### config.mk
export PLATFORM = sky130hd
export DESIGN_NAME = fifo_drain_flat
export DESIGN_NICKNAME = d
export VERILOG_FILES = /design/src/rtl/fifo_drain_if.sv /design/src/rtl/fifo_drain.sv /design/src/flat_wrapper.sv
export SDC_FILE = /design/constraint.sdc
export NUM_CORES = 1
export LEC_CHECK = 0
export BUFFER_PORTS_ARGS = -buffer_cell sky130_fd_sc_hd__buf_2
export CAP_MARGIN = 30
export CORE_MARGIN = 5
export CORE_UTILIZATION = 50
export DETAILED_ROUTE_END_ITERATION = 12
export GPL_TIMING_DRIVEN = 0
export HOLD_SLACK_MARGIN = 0.06
export PLACE_DENSITY_LB_ADDON = 0.1
export REMOVE_ABC_BUFFERS = 1
export SLEW_MARGIN = 10
export SYNTH_ARGS = -nofsm -noshare
export SYNTH_HDL_FRONTEND = slang
export SYNTH_SLANG_ARGS = --single-unit
### constraint.sdc
create_clock -name clk -period 2.74 [get_ports clk]
set_input_delay 0.822 -clock clk [delete_from_list [all_inputs] [get_ports clk]]
set_output_delay 0.822 -clock clk [all_outputs]
set_load 0.01 [all_outputs]
### src/rtl/fifo_drain_if.sv
// Bundles the FIFO read port and the output valid/ready stream of fifo_drain.
interface fifo_drain_if #(
  parameter int DATA_WIDTH = 8
) ();
  logic                  fifo_rd;
  logic                  fifo_empty;
  logic [DATA_WIDTH-1:0] fifo_dout;
  logic [DATA_WIDTH-1:0] m_data;
  logic                  m_valid;
  logic                  m_ready;

  // The drain: pops the FIFO and drives the stream.
  modport master (
    output fifo_rd, m_data, m_valid,
    input  fifo_empty, fifo_dout, m_ready
  );

  // The FIFO plus the downstream consumer.
  modport slave (
    input  fifo_rd, m_data, m_valid,
    output fifo_empty, fifo_dout, m_ready
  );
endinterface

### src/rtl/fifo_drain.sv
// FIFO read-side master: pops the FIFO, buffers up to two words and presents
// them in order on a valid/ready stream while counting delivered words.
//
// state | meaning
// IDLE  | no reads issued, busy=0
// RUN   | reads issued while buffer space is uncommitted
// DRAIN | no new reads; in-flight and buffered words still delivered
module fifo_drain #(
  parameter int DATA_WIDTH = 8,
  parameter int CNT_WIDTH  = 16
) (
  input  logic                 clk,
  input  logic                 rst,
  input  logic                 enable,
  input  logic                 flush,
  output logic                 busy,
  output logic [CNT_WIDTH-1:0] drained_cnt,
  fifo_drain_if.master         bus
);

  typedef enum logic [1:0] {IDLE, RUN, DRAIN} state_t;

  state_t                state_q, state_d;
  logic [1:0]            occ_q, occ_d;
  logic                  fifo_rd_q, fifo_rd_d;
  logic [DATA_WIDTH-1:0] buf_q [2];
  logic [DATA_WIDTH-1:0] buf_d [2];
  logic [CNT_WIDTH-1:0]  cnt_q, cnt_d;

  logic                  pop;
  logic [2:0]            committed;
  logic [1:0]            occ_after_pop;

  // Issue decision, buffer shift/capture and delivered-word counter.
  always_comb begin
    pop           = (occ_q != 2'd0) & bus.m_ready;
    committed     = {1'b0, occ_q} + {2'b00, fifo_rd_q} - {2'b00, pop};
    fifo_rd_d     = (state_q == RUN) & !bus.fifo_empty & !flush & (committed < 3'd2);
    buf_d         = buf_q;
    occ_after_pop = occ_q - {1'b0, pop};
    if (pop) begin
      buf_d[0] = buf_q[1];
    end
    // The word read last cycle lands at the first free slot after the pop.
    if (fifo_rd_q) begin
      if (occ_after_pop == 2'd0) begin
        buf_d[0] = bus.fifo_dout;
      end else begin
        buf_d[1] = bus.fifo_dout;
      end
    end
    occ_d = occ_after_pop + {1'b0, fifo_rd_q};
    if (flush) begin
      occ_d = 2'd0;
    end
    cnt_d = cnt_q + {{(CNT_WIDTH-1){1'b0}}, pop};
  end

  // Next-state logic; flush overrides the normal transitions.
  always_comb begin
    state_d = state_q;
    if (flush) begin
      state_d = enable ? RUN : IDLE;
    end else begin
      case (state_q)
        IDLE:    if (enable) state_d = RUN;
        RUN:     if (!enable) state_d = DRAIN;
        DRAIN: begin
          if (enable) begin
            state_d = RUN;
          end else if ((occ_q == 2'd0) && !fifo_rd_q) begin
            state_d = IDLE;
          end
        end
        default: state_d = IDLE;
      endcase
    end
  end

  // State, buffer and counter registers; reset drops any in-flight word.
  always_ff @(posedge clk or posedge rst) begin
    if (rst) begin
      state_q   <= IDLE;
      occ_q     <= 2'd0;
      fifo_rd_q <= 1'b0;
      buf_q[0]  <= '0;
      buf_q[1]  <= '0;
      cnt_q     <= '0;
    end else begin
      state_q   <= state_d;
      occ_q     <= occ_d;
      fifo_rd_q <= fifo_rd_d;
      buf_q     <= buf_d;
      cnt_q     <= cnt_d;
    end
  end

  assign bus.fifo_rd = fifo_rd_q;
  assign bus.m_valid = (occ_q != 2'd0);
  assign bus.m_data  = buf_q[0];
  assign busy        = (state_q != IDLE);
  assign drained_cnt = cnt_q;

endmodule

### src/flat_wrapper.sv
// flat-port wrapper written by rule: the top's interface ports become plain ports
module fifo_drain_flat 
#(
  parameter int DATA_WIDTH = 8,
  parameter int CNT_WIDTH  = 16
)
  (clk, rst, enable, flush, busy, drained_cnt, bus_fifo_rd, bus_m_data, bus_m_valid, bus_fifo_empty, bus_fifo_dout, bus_m_ready);
  fifo_drain_if #(.DATA_WIDTH(DATA_WIDTH)) bus_i ();
  input  logic clk;
  input  logic rst;
  input  logic enable;
  input  logic flush;
  output logic busy;
  output logic [CNT_WIDTH-1:0] drained_cnt;
  output wire logic [$bits(bus_i.fifo_rd)-1:0] bus_fifo_rd;
  output wire logic [$bits(bus_i.m_data)-1:0] bus_m_data;
  output wire logic [$bits(bus_i.m_valid)-1:0] bus_m_valid;
  input wire logic [$bits(bus_i.fifo_empty)-1:0] bus_fifo_empty;
  input wire logic [$bits(bus_i.fifo_dout)-1:0] bus_fifo_dout;
  input wire logic [$bits(bus_i.m_ready)-1:0] bus_m_ready;
  assign bus_fifo_rd = bus_i.fifo_rd;
  assign bus_m_data = bus_i.m_data;
  assign bus_m_valid = bus_i.m_valid;
  assign bus_i.fifo_empty = bus_fifo_empty;
  assign bus_i.fifo_dout = bus_fifo_dout;
  assign bus_i.m_ready = bus_m_ready;
  fifo_drain #(.DATA_WIDTH(DATA_WIDTH), .CNT_WIDTH(CNT_WIDTH)) u_core (.clk(clk), .rst(rst), .enable(enable), .flush(flush), .busy(busy), .drained_cnt(drained_cnt), .bus(bus_i));
endmodule
Word level (Yosys, flattened, before mapping)

Index checks and enable logic that the tools add are counted.

Mux-type cells: 12
$mul: 0
Shift-type cells: 0
Add/subtract/negate cells: 5
Divide/modulo/power cells: 0
Order comparisons: 1
Reduce and logical (&&, ||, !) cells: 11
Equality and inequality tests: 5
Bitwise gates (word level): 5

Operators with widths:

| operator           | count |
|---|---|
| $mux 8             | 3 |
| $add 16x1->16      | 1 |
| $mux 16            | 1 |
| $mux 2             | 6 |
| $logic_not 2->1    | 3 |
| $ne 3x3->1 const B | 2 |
| $pmux 2 s3         | 1 |
| $and 1x1->1        | 4 |
| $ne 4x3->1 const B | 1 |
| $reduce_bool 2->1  | 2 |
| $add 2x1->3        | 1 |
| $logic_not 1->1    | 3 |
| $lt 3x2->1 const B | 1 |
| $reduce_and 3->1   | 1 |
| $sub 3x1->3        | 1 |
| $add 2x1->2        | 1 |
| $eq 2x1->1 const B | 1 |
| $eq 2x2->1 const B | 1 |
| $reduce_and 2->1   | 1 |
| $sub 2x1->2        | 1 |
| $logic_and 1x1->1  | 1 |
| $mux 1             | 1 |
| $not 1->1          | 1 |

Output and inout bits: 27
Memories kept: 0
Bits in latches: 0
Bits in writable memories: 0
ROM bits: 0
Bits of input ports: 14
Bits in registers: 37

Longest topological paths before layout

Gate-level depths: netlist (run 1).

Depth after elaboration: 6
Depth in mapped cells: 8
Gate-level depth less buffers: 7

Worst setup path after synthesis (run 1)

OpenSTA, ideal clock, no wires.

Kind: input to register
From: input port bus_m_ready
To: register u_core.buf_q[0] (netlist name)
Data required time: 2.615 ns
Arrival time: 2.353 ns
Slack: 0.262 ns
Setup time: 0.125 ns
Stages on the path: 8
Cells stage by stage: o21ai_2 > clkinv_1 > ha_1 > xor2_1 > buf_6 > o21a_1 > buf_6 > mux2_2

Cells in the longest elaborated chain, start to end: 5

RTL lines:

| what                       | RTL line           | source |
|---|---|---|
| from (decl)                | flat_wrapper.sv:20 | `input wire logic [$bits(bus_i.m_ready)-1:0] bus_m_ready;` |
| $and 1x1->1                | fifo_drain.sv:36   | `pop = (occ_q != 2'd0) & bus.m_ready;` |
| $sub 2x1->2                | fifo_drain.sv:40   | `occ_after_pop = occ_q - {1'b0, pop};` |
| $logic_not 2->1            | fifo_drain.sv:46   | `if (occ_after_pop == 2'd0) begin` |
| $not 1->1 (no line)        | -                  |  |
| $reduce_and 2->1 (no line) | -                  |  |
| to (signal assigned)       | fifo_drain.sv:93   | `buf_q <= buf_d;` |
| to (decl)                  | fifo_drain.sv:26   | `logic [DATA_WIDTH-1:0] buf_q [2];` |

No other way between the ends.
A chain may end at the register's enable or synchronous reset.

Worst setup path after layout (run 1)

From: register u_core.occ_q[1]
To: register u_core.buf_q[6] (netlist name)

Cells in the longest elaborated chain, start to end: 6

RTL lines:

| what                           | RTL line         | source |
|---|---|---|
| from (decl)                    | fifo_drain.sv:24 | `logic [1:0] occ_q, occ_d;` |
| from (signal assigned)         | fifo_drain.sv:84 | `occ_q <= 2'd0;` |
| from (signal assigned)         | fifo_drain.sv:91 | `occ_q <= occ_d;` |
| $reduce_bool 2->1              | fifo_drain.sv:36 |  |
| $and 1x1->1                    | fifo_drain.sv:36 |  |
| $sub 2x1->2 (*)                | fifo_drain.sv:40 |  |
| $logic_not 2->1 (*)            | fifo_drain.sv:46 |  |
| $not 1->1 (no line) (*)        | -                |  |
| $reduce_and 2->1 (no line) (*) | -                |  |

Mark *: on every way between the ends. The rest lies on a longest branch, timed or not.

==> results.json, run 1 <==
{
  "ctsResizeCount": 4,
  "rrSetupSlack_ns": 0.17,
  "syn_area_um2": 1720,
  "layout-drive-gt1-share_pct": 31.8,
  "grt_max_degree": 38,
  "cts_tree": "built",
  "track_usage_pct": 16.8,
  "cellLeakagePower_uw": 0.00103,
  "syn_inst": 158,
  "hpwl_mm": 2.44,
  "place.gp.congestion": 0.752,
  "async_flop_share_pct": 100,
  "worst_r2r_endpoint": "u_core.buf_q[6]",
  "grt_pass1_wl_mm": 5.80,
  "clkTransAtPathRegs_ns": 0.10,
  "synth_warnings": 0,
  "hold_path.class": "flip-flop to flip-flop",
  "most-common-layout-cells": "40 x buf_2, 37 x dfrtp_1, 23 x nand2_1, 11 x xor2_1, 11 x nor3_1",
  "cp.required_ns": 2.97,
  "setup_viol": 0,
  "busiest_layer": "met2",
  "yosysTopAreaCell": "dfrtp_1",
  "relSlewSlack_pct": 49.5,
  "start_util_pct": 51.5,
  "p_per_area_nw_per_um2": 925,
  "die_w_um": 68.6,
  "slew_violations": 0,
  "max_freq_mhz": 389,
  "antenna_found_initial": 0,
  "dp_cells": 233,
  "clkSinkCount": 37,
  "layout_setup_ws_ns": 0.170,
  "cp_max_fo": 11,
  "cap_violations": 0,
  "ys.flop_type": "dfrtp_1",
  "overflow": 0,
  "endpoint": "u_core.buf_q[6]",
  "num_rows": 21,
  "place_ws_ns": -0.789,
  "drtPass1Iterations": 4,
  "ys_seq_area_share_pct": 53.9,
  "antenna_cells": 0,
  "synth_cell_type_count": 26,
  "synth-edff-count": 0,
  "post-route-util_pct": 60.0,
  "cts_buffers": 5,
  "fin_crit_sh_pct": 93.8,
  "yosys.area.top_type_share_pct": 53.9,
  "drc": 0,
  "nets": 213,
  "clk_latency_ns": 0.34,
  "antenna_left": 0,
  "reg2regPathDepth": 6,
  "vias": 1251,
  "netlist_top_cells_area": "dfrtp_1 54%, xor2_1 6.1%, mux2_2 5.2%",
  "htree_levels": 2,
  "via_per_inst": 5.19,
  "worst_pin_slew_ns": 0.756,
  "r2r-start": "u_core.occ_q[1]",
  "die_area_um2": 4710,
  "synth.avg_cell_area_um2": 10.9,
  "syn2layout_area_growth_pct": 16.6,
  "met3_usage_pct": 4.38,
  "finalWirelength_mm": 3.37,
  "grtUsageMet1_pct": 20.2,
  "clock-root-buffer": "clkbuf_4",
  "rsz0062_at_grt": "no",
  "power_uw": 1850,
  "wl_per_cell_um": 14.0,
  "clockBufferDepth": 2,
  "coreArea_um2": 3340,
  "path_class": "flip-flop to flip-flop",
  "hold_violations": 0,
  "grt_use_met2_pct": 27.3,
  "die_h_um": 68.6,
  "period_needed_ns": 2.57,
  "portBuffers": 40,
  "max-vdd-ir-drop_uv": 537,
  "final_common_cell": "buf_2",
  "critPathArrivalTime_ns": 2.80,
  "drt_iter0_markers": 40,
  "grt_pass1_vias": 1331,
  "ys_seq_elements": 37,
  "fin_cells": 241,
  "cp-start-kind": "flip-flop",
  "outcome": "completed",
  "pin_count": 41,
  "fin_skew_ns": 0.00911,
  "postCtsSetupRepairBufs": 0,
  "end_kind": "flip-flop",
  "cts_hold_buf": 0,
  "timing.critical_path.from": "u_core.occ_q[1]"
}
routing by layer:
layer | up-vias | wire length [um] | part of all wire (%)
met5 | - | 0 | 0
met4 | 0 | 59 | 1.8
met3 | 8 | 216 | 6.4
met2 | 36 | 1610 | 48
met1 | 609 | 1480 | 44
li1 | 598 | - | -
sequential cells by signal, indices dropped and copies added (netlist names):
name / count
u_core.buf_q: 8
u_core.bus.fifo_rd: 1
u_core.bus.m_data: 8
u_core.drained_cnt: 16
u_core.occ_q: 2
u_core.state_q: 2
how the worst min path moves through the flow:
stage                                       from                endpoint  slack, ns  depth (start not counted)
after detailed placement  u_core.drained_cnt[15]  u_core.drained_cnt[15]       0.46                          1
after CTS                 u_core.drained_cnt[15]  u_core.drained_cnt[15]       0.47                          1
after global routing      u_core.drained_cnt[15]  u_core.drained_cnt[15]       0.48                          1
final                     u_core.drained_cnt[15]  u_core.drained_cnt[15]       0.47                          1
after floorplan                  u_core.buf_q[0]         u_core.buf_q[0]       0.48                          1
after global placement    u_core.drained_cnt[15]  u_core.drained_cnt[15]       0.45                          1
through the flow:
stage | hold WS, ns | TNS, ns | instance area, um2
2_1_floorplan | 0.481 | -0.201 | 1630
3_3_place_gp | 0.452 | -9.22 | 1890
3_5_place_dp | 0.460 | -9.92 | 1890
4_1_cts | 0.473 | 0 | 2000
5_1_grt | 0.478 | 0 | 2000
6_report | 0.472 | 0 | 2000
cells by family (layout without fill, tap and decap cells):
family | count (synthesis) | after routing | share of synthesized area, %
muxes | 8 | 8 | 5.24
and+or+nand+nor | 57 | 57 | 15.4
DFF | 37 | 37 | 53.9
buffers and inverters | 20 | 57 | 6.99
xor gates and xnor gates | 18 | 18 | 9.18
adders and majority gates | 5 | 5 | 4.08
AOI/OAI and AO/OA | 13 | 13 | 5.24
where the power goes:
group          leakage, uW  switching (uW)  internal, uW  total, uW
clock network    0.0000455             175           218        393
registers         0.000470             126           710        836
logic             0.000512             342           283        625
critical path: stages, from the launching register on:
cell	delay, ns
dfrtp_1	0.53
o21ai_4	0.38
clkinv_2	0.25
ha_1	0.31
xor2_4	0.33
o21a_2	0.30
mux2_2	0.36
synthesized netlist by cell type (all sizes together) (2+ instances only):
| cell type | count |
|---|---|
| dfrtp | 37 |
| nand2 | 23 |
| xor2 | 12 |
| nor3 | 11 |
| buf | 10 |
| a31oi | 8 |
| inv | 8 |
| mux2 | 8 |
| nor2 | 6 |
| xnor2 | 6 |
| nand3 | 5 |
| nor4 | 5 |
| ha | 4 |
| nand4 | 3 |
| or2 | 2 |
final cells by class:
cell class | instances | area (um2)
fill | 314 | 1330
sequential | 37 | 926
multi-input combinational | 101 | 699
timing repair buffer | 40 | 200
tap | 46 | 57.6
clock buffer | 7 | 55.1
inverter | 9 | 35.0
clock inverter | 1 | 30.0
Note: power is estimated with default switching activity, not from simulation.
==> run 2: changes to the inputs <==
--- a/config.mk
+++ b/config.mk
@@ -5,9 +5,10 @@
 export SDC_FILE = /design/constraint.sdc
 export NUM_CORES = 1
 export LEC_CHECK = 0
+export ABC_AREA = 1
 export BUFFER_PORTS_ARGS = -buffer_cell sky130_fd_sc_hd__buf_2
 export CAP_MARGIN = 30
-export CORE_MARGIN = 5
+export CORE_MARGIN = 2
 export CORE_UTILIZATION = 50
 export DETAILED_ROUTE_END_ITERATION = 12
 export GPL_TIMING_DRIVEN = 0
==> run 2 against run 1 <==
Core utilization about the same. Sequential share of layout area decreased by 5.0 points. Combinational power up 25%. Worst hold slack improved by 0.00080 ns. First-iteration DRC count grew 88%. Wire length grew 15%. Synthesized cell count up 53%. Power increased by 6.8%. Sequential cell count is the same. Register-to-register slack better by 0.20 ns. Critical path type is now input pin to flip-flop. Largest cell class unchanged.
==> results.json, run 2 <==
{
  "outcome": "completed",
  "postCtsSetupRepairBufs": 0,
  "most-common-layout-cells": "79 x nand2_1, 40 x buf_2, 37 x dfrtp_1, 28 x nand3_1, 20 x inv_1",
  "place.gp.congestion": 0.786,
  "fin_crit_sh_pct": 88.0,
  "clk_latency_ns": 0.28,
  "portBuffers": 40,
  "grt_max_degree": 38,
  "layout-drive-gt1-share_pct": 22.8,
  "worst_pin_slew_ns": 0.793,
  "synth_warnings": 0,
  "layout_setup_ws_ns": 0.329,
  "cts_buffers": 5,
  "yosysTopAreaCell": "dfrtp_1",
  "hold_violations": 0,
  "drt_iter0_markers": 75,
  "syn2layout_area_growth_pct": 12.7,
  "async_flop_share_pct": 100,
  "fin_hold_ws_ns": 0.473,
  "cp.required_ns": 2.96,
  "fin_setup_tns_ns": 0,
  "p_per_area_nw_per_um2": 881,
  "nets": 295,
  "die_area_um2": 4510,
  "path_buf_inv": 2,
  "start_util_pct": 53.3,
  "hold_path.class": "flip-flop to flip-flop",
  "final_common_cell": "nand2_1",
  "rsz0062_at_grt": "no",
  "ys_seq_elements": 37,
  "design_area_um2": 2250,
  "grt_pass1_wl_mm": 6.90,
  "p_int_uw": 1160,
  "clockBufferDepth": 2,
  "cp-start-kind": "input pin",
  "htree_levels": 2,
  "netlist_top_cells_area": "dfrtp_1 46%, nand2_1 15%, nand3_1 7.0%",
  "p_seq_share_pct": 41.1,
  "synth_cell_type_count": 27,
  "coreArea_um2": 3740,
  "via_per_inst": 5.02,
  "pin_count": 41,
  "die_w_um": 67.2,
  "hpwl_mm": 2.73,
  "period_needed_ns": 2.41,
  "wl_per_cell_um": 12.0,
  "wl_met2_mm": 1.93,
  "cap_violations": 0,
  "synth-edff-count": 0,
  "overflow": 0,
  "cellLeakagePower_uw": 0.00125,
  "place_ws_ns": 0.0421,
  "critPathSlowestCell": "xnor2_2",
  "synth.avg_cell_area_um2": 8.24,
  "yosys.area.top_type_share_pct": 46.4,
  "path_class": "input pin to flip-flop",
  "switching_share_pct": 41.4,
  "antenna_found_initial": 0,
  "routed-wl-met3_um": 202,
  "max-vdd-ir-drop_uv": 585,
  "crit_chain": "buf_2 > nand2_4 > inv_1 > ha_1 > xnor2_2 > nand2_2 > nand2_4 > nand2_1 > nand2_1",
  "end_kind": "flip-flop",
  "drc": 0,
  "cp_slowest_stage_delay_ns": 0.53,
  "relSlewSlack_pct": 47.1,
  "antenna_left": 0,
  "setup_viol": 0,
  "finalWirelength_mm": 3.89,
  "vias": 1625,
  "placed_cell_area_um2": 2160,
  "drtPass1Iterations": 4,
  "ctsResizeCount": 0,
  "cp_max_fo": 11,
  "slew_violations": 0,
  "largest_reg_flops": 16,
  "grt_pass1_vias": 1597,
  "track_usage_pct": 20.5,
  "ys_seq_area_share_pct": 46.4,
  "post-route-util_pct": 60.0,
  "yosys-top-cells-count": "79 x nand2_1, 37 x dfrtp_1, 28 x nand3_1",
  "power_frac_comb_pct": 39.6,
  "ys.flop_type": "dfrtp_1",
  "antenna_cells": 0,
  "p_switching_uw": 820,
  "syn_area_um2": 1990,
  "synth.most_common_cell": "nand2_1",
  "cts_hold_buf": 0,
  "dr.max_layer_used": "met4",
  "clkSinkCount": 37,
  "cp_top_family": "simple AND/OR/NAND/NOR gates",
  "fin_skew_ns": 0.00519,
  "syn_inst": 242,
  "clkTransAtPathRegs_ns": 0.07,
  "max_freq_mhz": 415,
  "p_clk_share_pct": 19.4,
  "wl_met1_mm": 1.72,
  "clock-root-buffer": "clkbuf_8",
  "num_rows": 22,
  "critPathArrivalTime_ns": 2.63,
  "cts_tree": "built",
  "die_h_um": 67.2
}
[run 2: cells by family (layout without fill, tap and decap cells)]
family / after synthesis / in the layout / synth area share (%)
compound gates: 4 / 4 / 1.07
xor+xnor: 8 / 8 / 3.89
fa+ha+maj: 5 / 5 / 3.51
buf+inv: 37 / 71 / 9.22
flops: 37 / 37 / 46.4
simple gates: 151 / 151 / 35.9
[run 2: area by class of cell]
type                            count  area [um2]
Timing Repair Buffer               40         200
Inverter                           24        90.1
Multi-Input combinational cell    168         885
Tap cell                           48        60.1
Clock buffer                        7        86.3
Sequential cell                    37         926
Fill cell                         369        1500
[run 2: metal layers]
layer,up-vias,global-route usage [%]
li1,830,-
met1,747,24.1
met2,44,35.8
met3,4,4.17
met4,0,9.69
met5,-,0
[run 2: final timing paths]
kind                                  from                     end  slack, ns  cells after the start
max                            bus_m_ready         u_core.buf_q[6]       0.33                      9
min                        u_core.buf_q[2]         u_core.buf_q[2]       0.47                      2
max reg2reg                u_core.occ_q[1]         u_core.buf_q[6]       0.37                     10
min reg2reg                u_core.buf_q[2]         u_core.buf_q[2]       0.47                      2
max in group asynchronous              rst       u_core.state_q[0]       1.60                      2
min in group asynchronous              rst  u_core.drained_cnt[13]       0.66                      2
[run 2: worst reg2reg max path, cell delays in order (launching register included)]
cell and delay, ns:
dfrtp_1 0.44, inv_2 0.12, nand2_4 0.11, nand2_4 0.15, inv_1 0.09, ha_1 0.21, xnor2_2 0.53, nand2_2 0.31
nand2_4 0.19, nand2_1 0.07, nand2_1 0.07
[run 2: per-stage QoR]
step	total power (uW)	instances
global placement	1600	317
CTS	2000	324
floorplan	1360	229
global route	2160	324
detailed placement	1610	317
finish	1980	324
[run 2: power by group through the flow]
stage          registers, uW  logic (uW)  clock network [uW]
2_1_floorplan            841         519                   0
3_3_place_gp             820         781                   0
3_5_place_dp             822         790                   0
4_1_cts                  813         792                 392
5_1_grt                  837         900                 422
6_report                 813         783                 383
==> run 3: changes to the inputs <==
--- a/config.mk
+++ b/config.mk
@@ -13,7 +13,7 @@
 export DETAILED_ROUTE_END_ITERATION = 12
 export GPL_TIMING_DRIVEN = 0
 export HOLD_SLACK_MARGIN = 0.06
-export PLACE_DENSITY_LB_ADDON = 0.1
+export PLACE_DENSITY = 0.81
 export REMOVE_ABC_BUFFERS = 1
 export SLEW_MARGIN = 10
 export SYNTH_ARGS = -nofsm -noshare
==> run 3 against run 2 <==
Die area stayed put. Non-clock buffer count stayed put. Clock skew is 0.0013 ns lower. Final cell count stayed put. Clock power is 2% lower. Maximum frequency is 0.17% lower. Sequential cell count stayed put. Core utilization stayed put. Count of clock-buffer cells in the layout stayed put. Combinational power hardly changed. Wire length is 3.4% higher. Critical path type unchanged. Critical endpoint is now u_core.buf_q[4]. Largest cell class unchanged. Largest power group unchanged. Highest routed layer unchanged.
==> results.json, run 3 (synthesized netlist as in run 2, its figures left out) <==
{
  "outcome": "completed",
  "largest_reg_flops": 16,
  "end_kind": "flip-flop",
  "hold_violations": 0,
  "cts_tree": "built",
  "track_usage_pct": 20.2,
  "place_ws_ns": 0.0371,
  "max-vdd-ir-drop_uv": 648,
  "layout-drive-gt1-share_pct": 22.8,
  "place.gp.congestion": 0.790,
  "cp_max_fo": 11,
  "drc": 0,
  "most-common-layout-cells": "79 x nand2_1, 40 x buf_2, 37 x dfrtp_1, 28 x nand3_1, 20 x inv_1",
  "htree_levels": 2,
  "fillers": 330,
  "ctsResizeCount": 0,
  "fin_setup_tns_ns": 0,
  "via_per_inst": 5.15,
  "cp.required_ns": 2.96,
  "cp-start-kind": "input pin",
  "antenna_cells": 0,
  "portBuffers": 40,
  "drtPass1Iterations": 6,
  "fin_hold_ws_ns": 0.474,
  "die_h_um": 67.2,
  "clkTransAtPathRegs_ns": 0.07,
  "postCtsSetupRepairBufs": 0,
  "syn2layout_area_growth_pct": 12.7,
  "antenna_found_initial": 0,
  "pin_count": 41,
  "clk_latency_ns": 0.28,
  "grt_pass1_wl_mm": 6.82,
  "p_per_area_nw_per_um2": 878,
  "fin_skew_ns": 0.00384,
  "die_area_um2": 4510,
  "design_area_um2": 2250,
  "nets": 295,
  "multi_input_area_um2": 885,
  "placed_cell_area_um2": 2160,
  "cts_hold_buf": 0,
  "clkSinkCount": 37,
  "fin_crit_sh_pct": 88.1,
  "path_class": "input pin to flip-flop",
  "layout_setup_ws_ns": 0.325,
  "seqCellArea_um2": 926,
  "grt_max_degree": 38,
  "antenna_left": 0,
  "clockBufferDepth": 2,
  "num_rows": 22,
  "reg2regPathDepth": 10,
  "relSlewSlack_pct": 45.3,
  "critPathArrivalTime_ns": 2.63,
  "vias": 1668,
  "max_freq_mhz": 414,
  "hpwl_mm": 2.81,
  "start_util_pct": 53.3,
  "min_path_cells": 2,
  "worst_pin_slew_ns": 0.820,
  "cts_buffers": 5,
  "clock-root-buffer": "clkbuf_8",
  "slew_violations": 0,
  "drt_iter0_markers": 88,
  "hold_path.class": "flip-flop to flip-flop",
  "grt_pass1_vias": 1544,
  "wl_per_cell_um": 12.4,
  "final_common_cell": "nand2_1",
  "coreArea_um2": 3740,
  "cap_violations": 0,
  "finalWirelength_mm": 4.02,
  "setup_viol": 0,
  "overflow": 0,
  "die_w_um": 67.2,
  "cellLeakagePower_uw": 0.00125,
  "rsz0062_at_grt": "no",
  "period_needed_ns": 2.41
}
-- run 3: cell counts in the layout (fill, tap and decap cells not counted) --
Identical to the previous run, type by type.
-- run 3: report_power, final --
group	total (uW)	internal (uW)	switching [uW]
clock	377	199	178
sequential	812	691	121
combinational	785	271	515
total	1970	1160	813
-- run 3: layer usage --
| metal | vias to the layer above | routed length [um] | track usage [%] |
|---|---|---|---|
| li1 | 833 | - | - |
| met1 | 777 | 1710 | 24.3 |
| met2 | 53 | 1980 | 35.5 |
| met3 | 5 | 280 | 4.83 |
| met4 | 0 | 46 | 6.89 |
| met5 | - | 0 | 0 |
-- run 3: layout make-up --
cell class,instances,share of cell area (%)
flip-flops and latches,37,41.2
multi-input cells,168,39.4
repair buffers,40,8.91
inverters,24,4.01
clock buffers,7,3.84
well taps,48,2.67
-- run 3: worst max-delay path, cell delays in order --
cell	delay, ns
buf_2	0.17
nand2_4	0.15
inv_1	0.09
ha_1	0.21
xnor2_2	0.55
nand2_2	0.30
nand2_4	0.19
nand2_1	0.07
nand2_1	0.06
-- run 3: worst paths after layout --
check,start,end,slack [ns]
hold reg to reg,u_core.buf_q[6],u_core.buf_q[6],0.47
setup reg to reg,u_core.occ_q[1],u_core.buf_q[4],0.37
max in group asynchronous,rst,u_core.drained_cnt[13],1.59
min in group asynchronous,rst,u_core.state_q[0],0.67
hold / removal,u_core.buf_q[6],u_core.buf_q[6],0.47
setup / recovery,bus_m_ready,u_core.buf_q[4],0.33
-- run 3: stage by stage --
step           instances  power [uW]  util, %
2_1_floorplan        229        1360        -
3_3_place_gp         317        1580     57.7
3_5_place_dp         317        1610     57.7
4_1_cts              324        2000     60.0
5_1_grt              324        2140     60.0
6_report             324        1970     60.0
